File: config.mk
export PLATFORM = sky130hd
export DESIGN_NAME = cardinal_router_inport
export DESIGN_NICKNAME = d
export VERILOG_FILES = /design/src/rtl/cardinal_router_inport_pkg.sv /design/src/rtl/cardinal_router_inport_vc_slot.sv /design/src/rtl/cardinal_router_inport.sv
export SDC_FILE = /design/constraint.sdc
export NUM_CORES = 1
export LEC_CHECK = 0
export CAP_MARGIN = 20
export CORE_MARGIN = 2
export CORE_UTILIZATION = 35
export DETAILED_ROUTE_END_ITERATION = 16
export DONT_BUFFER_PORTS = 1
export PLACE_DENSITY = 0.49
export SLEW_MARGIN = 20
export SYNTH_ARGS = -nofsm -noshare
export SYNTH_HDL_FRONTEND = slang
export SYNTH_SLANG_ARGS = --single-unit
File: constraint.sdc
create_clock -name clk -period 3.53 [get_ports clk]
set_input_delay 0.353 -clock clk [delete_from_list [all_inputs] [get_ports clk]]
set_output_delay 0.353 -clock clk [all_outputs]
set_load 0.05 [all_outputs]
File: src/rtl/cardinal_router_inport_pkg.sv
`default_nettype none
// ============================================================================
// cardinal_router_inport_pkg : shared cardinal NoC constants and VC helpers
// Revision : 1.0
// ============================================================================
package cardinal_router_inport_pkg;

    localparam int PAC_WIDTH_DEFAULT = 64;
    localparam int VC_BIT            = 0;
    localparam int CNT_WIDTH         = 16;

    typedef enum logic {
        VC_EVEN = 1'b0,
        VC_ODD  = 1'b1
    } vc_e;

    // The NIC may inject on the VC the router is not currently draining.
    function automatic vc_e ext_vc_of(input logic pol);
        return pol ? VC_EVEN : VC_ODD;
    endfunction

endpackage
`default_nettype wire

File: src/rtl/cardinal_router_inport_vc_slot.sv
`default_nettype none
// ============================================================================
// vc_slot : single-entry packet register with full flag for one virtual channel
// Revision : 1.0
// ============================================================================
module vc_slot #(
    parameter int WIDTH = 64
) (
    input  logic             clk,
    input  logic             reset,
    input  logic             wen,
    input  logic             ren,
    input  logic [WIDTH-1:0] din,
    output logic [WIDTH-1:0] dout,
    output logic             full
);

    always_ff @(posedge clk) begin
        if (reset) begin
            dout <= '0;
            full <= 1'b0;
        end else if (wen) begin
            dout <= din;
            full <= 1'b1;
        end else if (ren) begin
            full <= 1'b0;
        end
    end

endmodule
`default_nettype wire

File: src/rtl/cardinal_router_inport.sv
`default_nettype none
// ============================================================================
// cardinal_router_inport : two-VC phase-alternating router input port
// Revision : 1.0
// ============================================================================
module cardinal_router_inport
    import cardinal_router_inport_pkg::*;
#(
    parameter int PAC_WIDTH = PAC_WIDTH_DEFAULT
) (
    input  logic                 clk,
    input  logic                 reset,
    output logic                 polarity,
    input  logic                 up_si,
    output logic                 up_ri,
    input  logic [PAC_WIDTH-1:0] up_di,
    output logic                 dn_so,
    input  logic                 dn_ro,
    output logic [PAC_WIDTH-1:0] dn_do,
    output logic                 vc_err,
    output logic [CNT_WIDTH-1:0] pkt_cnt
);

    logic                 pol;
    logic                 ext_vc;
    logic                 int_vc;
    logic                 accept;
    logic                 drop;
    logic                 bad_vc;
    logic [1:0]           full;
    logic [1:0]           wen;
    logic [1:0]           ren;
    logic [PAC_WIDTH-1:0] slot_q [2];

    always_ff @(posedge clk) begin
        if (reset) begin
            pol <= 1'b0;
        end else begin
            pol <= ~pol;
        end
    end

    assign polarity = pol;
    assign ext_vc   = ext_vc_of(pol);
    assign int_vc   = ~ext_vc;

    // Reset forces the handshake outputs to their idle values before the slots clear.
    assign up_ri  = reset | ~full[ext_vc];
    assign accept = ~reset & up_si & ~full[ext_vc];
    assign drop   = ~reset & up_si & full[ext_vc];
    assign bad_vc = accept & (up_di[VC_BIT] != ext_vc);

    assign dn_so = ~reset & full[int_vc] & dn_ro;
    assign dn_do = slot_q[int_vc];

    for (genvar i = 0; i < 2; i++) begin : g_slot
        assign wen[i] = accept & (ext_vc == (i != 0));
        assign ren[i] = dn_so & (int_vc == (i != 0));

        vc_slot #(
            .WIDTH (PAC_WIDTH)
        ) u_slot (
            .clk   (clk),
            .reset (reset),
            .wen   (wen[i]),
            .ren   (ren[i]),
            .din   (up_di),
            .dout  (slot_q[i]),
            .full  (full[i])
        );
    end

    always_ff @(posedge clk) begin
        if (reset) begin
            vc_err  <= 1'b0;
            pkt_cnt <= '0;
        end else begin
            if (drop || bad_vc) begin
                vc_err <= 1'b1;
            end
            if (dn_so) begin
                pkt_cnt <= pkt_cnt + CNT_WIDTH'(1);
            end
        end
    end

endmodule
`default_nettype wire

==> reports/qor.txt <==
Post-synth EDFFs -> 0
Post-DR vias/cell -> 4.99
CP arrival -> 2.06 ns
Worst slew margin -> 45.6%
Area Overhead vs Synth -> 10.8%
Clock-pin slew on the worst setup and hold paths -> 0.06 ns
CP top delay family -> flip-flops
Vias in the first global route -> 4752
Asr flop ratio synth -> 0%
R2R setup slack -> 1.45 ns
Worst hold slack -> 0.0444 ns
Row Count -> 49
Reg-to-reg critical path startpoint -> pkt_cnt[0]
Hold endpoint -> g_slot[0].u_slot.dout[2]
Worst-Skew Late Latency -> 0.41 ns
Pin count of the biggest net entering global routing -> 135
Fraction of layout cells with a size suffix above 1 -> 15.1%
Slowest-stage cell, CP -> dfxtp_4
Reg-to-reg critical path endpoint -> pkt_cnt[12]
Lkg Pwr -> 2.47 nW
Critical Setup Path Class -> flip-flop to output pin
GRT Resource Usage Total -> 15.4%
Status -> complete, no violations
Max clock buf depth -> 2
Synth Cell Area -> 0.00636 mm^2
CP max FO -> 33
Yosys warns -> 0
CP Capture Type -> output pin
Worst-Margin Slew -> 0.813 ns
Cell Pwr Density -> 559 mW/mm^2
Most common cell after layout, fill and taps aside -> dfxtp_1
Iteration-0 DRC Markers -> 268
Post-CTS setup repair buffer count -> 0
CTS Buf Count -> 17
Worst Hold Launch -> up_di[2]
Root Buffer -> clkbuf_16
Post-layout minimum cycle time -> 2.41 ns
Max_cap viols -> 0
Synth area leaders -> dfxtp_1 47%, nand2b_1 13%, mux2_2 11%
Final HPWL DP -> 9140 um
TNS Setup -> 0 ns
Initial core utilization -> 35.5%
Crit path largest cell delay -> 0.61 ns
Syn Inst Count -> 734
Final period utilization -> 68.4%
Worst vdd ir -> 0.000313 V
Hold path cells -> 2
Final Setup Violations -> 0
Area of the core -> 0.0179 mm^2
First-pass GRT wire length -> 24300 um
Syn_nets -> 803
Register area share after synthesis -> 46.6%
Initial antenna violation count -> 0
Post-synth top area cell -> dfxtp_1
GR Layer Usage met2 -> 25.7%
Drt pass-1 iters -> 4
Cell Chain, Critical Path -> buf_4 > mux2_2
Worst-case reg-to-reg path depth -> 5
Total grt overflow -> 0
Commonest non-fill, non-tap cells in the layout -> 147 x dfxtp_1, 133 x nand2_1, 128 x nand2b_1, 128 x o21ai_0, 64 x mux2_2
Main synth FF type -> dfxtp_1
Die Area -> 0.0193 mm^2
M3 GR Usage -> 6.04%
RSZ-0062 raised after global routing -> false
Hold WC Path Type -> input pin to flip-flop
Final Max Slew Viols -> 0
Startpoint Class -> flip-flop
Die X -> 139 um
H-tree depth -> 4
# IOs -> 152
Placer congestion estimate -> 0.788
Total number of vias -> 4716
CTS tree -> done
Layout Skew -> 0.00635 ns
Port Buffers -> 0
Number of diodes -> 0
Die Ht -> 139 um
Buffers & Inverters on Critical Path -> 1
CTS-repair resized insts -> 0
Syn avg cell area -> 8.67 um^2
GR Layer Usage met1 -> 17.7%
Most Used Layer, Global Route -> met2
Synth cell types -> 34
Final WL -> 14800 um
Synth top area share -> 46.6%
Sink Count -> 148
Hold Vio Cnt, Final -> 0
CP Data Required Time -> 3.18 ns
# nets final -> 773
Antenna-violating nets left -> 0
DRC violations left -> 0
Max Freq -> 0.414 GHz
Flops & latches, synth -> 148
Routed length per instance -> 15.7 um
[cells by family (layout without fill, tap and decap cells)]
kind of cell | count (synthesis) | count (layout) | synth area share (%)
AND/OR/NAND/NOR | 304 | 304 | 24.4
AO/OA/AOI/OAI | 149 | 149 | 11.9
flip-flops | 148 | 148 | 46.6
multiplexers | 67 | 67 | 11.9
buffers and inverters | 58 | 41 | 4.09
XOR/XNOR | 7 | 7 | 0.964
adder cells (fa/ha/maj) | 1 | 1 | 0.197
[how the worst max path moves through the flow]
stage | startpoint | end | slack, ns | cells past startpoint
final | polarity | dn_do[33] | 1.12 | 2
after global routing | polarity | dn_do[32] | 1.02 | 2
after CTS | polarity | dn_do[36] | 1.08 | 2
after detailed placement | pkt_cnt[0] | pkt_cnt[12] | 1.48 | 5
after global placement | pkt_cnt[0] | pkt_cnt[12] | 1.49 | 5
after floorplan | polarity | pkt_cnt[1] | 1.41 | 6
[flip-flops by register name (all words and copies together), names as in the netlist]
| signal | flops |
|---|---|
| vc_err | 1 |
| g_slot.u_slot.dout | 128 |
| polarity | 1 |
| pkt_cnt | 16 |
| g_slot.u_slot.full | 2 |
[cell type report]
| cell class | instances | area (um^2) |
|---|---|---|
| timing repair buffer | 6 | 72.6 |
| sequential | 148 | 2970 |
| clock inverter | 12 | 106 |
| fill | 1797 | 10900 |
| tap | 229 | 287 |
| inverter | 3 | 11.3 |
| clock buffer | 20 | 457 |
| multi-input combinational | 528 | 3150 |
[Yosys cell counts (all sizes together) (3+ instances only)]
master and number:
nand2b 128, inv 3, o21ai 133, or3 4, clkbuf 37, nand3 5
mux2 65, nand4 4, xor2 6, dfxtp 148, nor2 12, a21oi 12
o31ai 4, buf 18, nand2 134, or4 4
[through the flow]
step	util, %	power (mW)	instance area [um^2]	instances	worst slack, ns
floorplan	-	2.22	6360	734	1.41
global route	39.4	4.12	7050	946	1.02
global placement	36.2	2.25	6480	913	1.49
finish	39.4	3.94	7050	946	1.12
CTS	39.4	4.01	7050	946	1.08
detailed placement	36.2	2.26	6480	913	1.48
[layer usage]
| layer | vias to the layer above | part of all wire (%) |
|---|---|---|
| met1 | 2209 | 42 |
| met3 | 22 | 7.6 |
| met2 | 113 | 48 |
| met5 | - | 0 |
| met4 | 0 | 2.1 |
| li1 | 2372 | - |
[where the power goes]
part / switching [mW] / leakage (nW) / internal, mW
clock: 0.714 / 0.268 / 1.01
sequential: 0.0592 / 1.21 / 1.76
combinational: 0.286 / 0.993 / 0.121
total: 1.06 / 2.47 / 2.88
[timing repair]
item                                   in CTS  in global routing
hold buffers                                1                  0
setup endpoints to repair                   0                  0
endpoints found under the hold margin      20                  0
No activity file was read; power rests on OpenSTA's default activity.
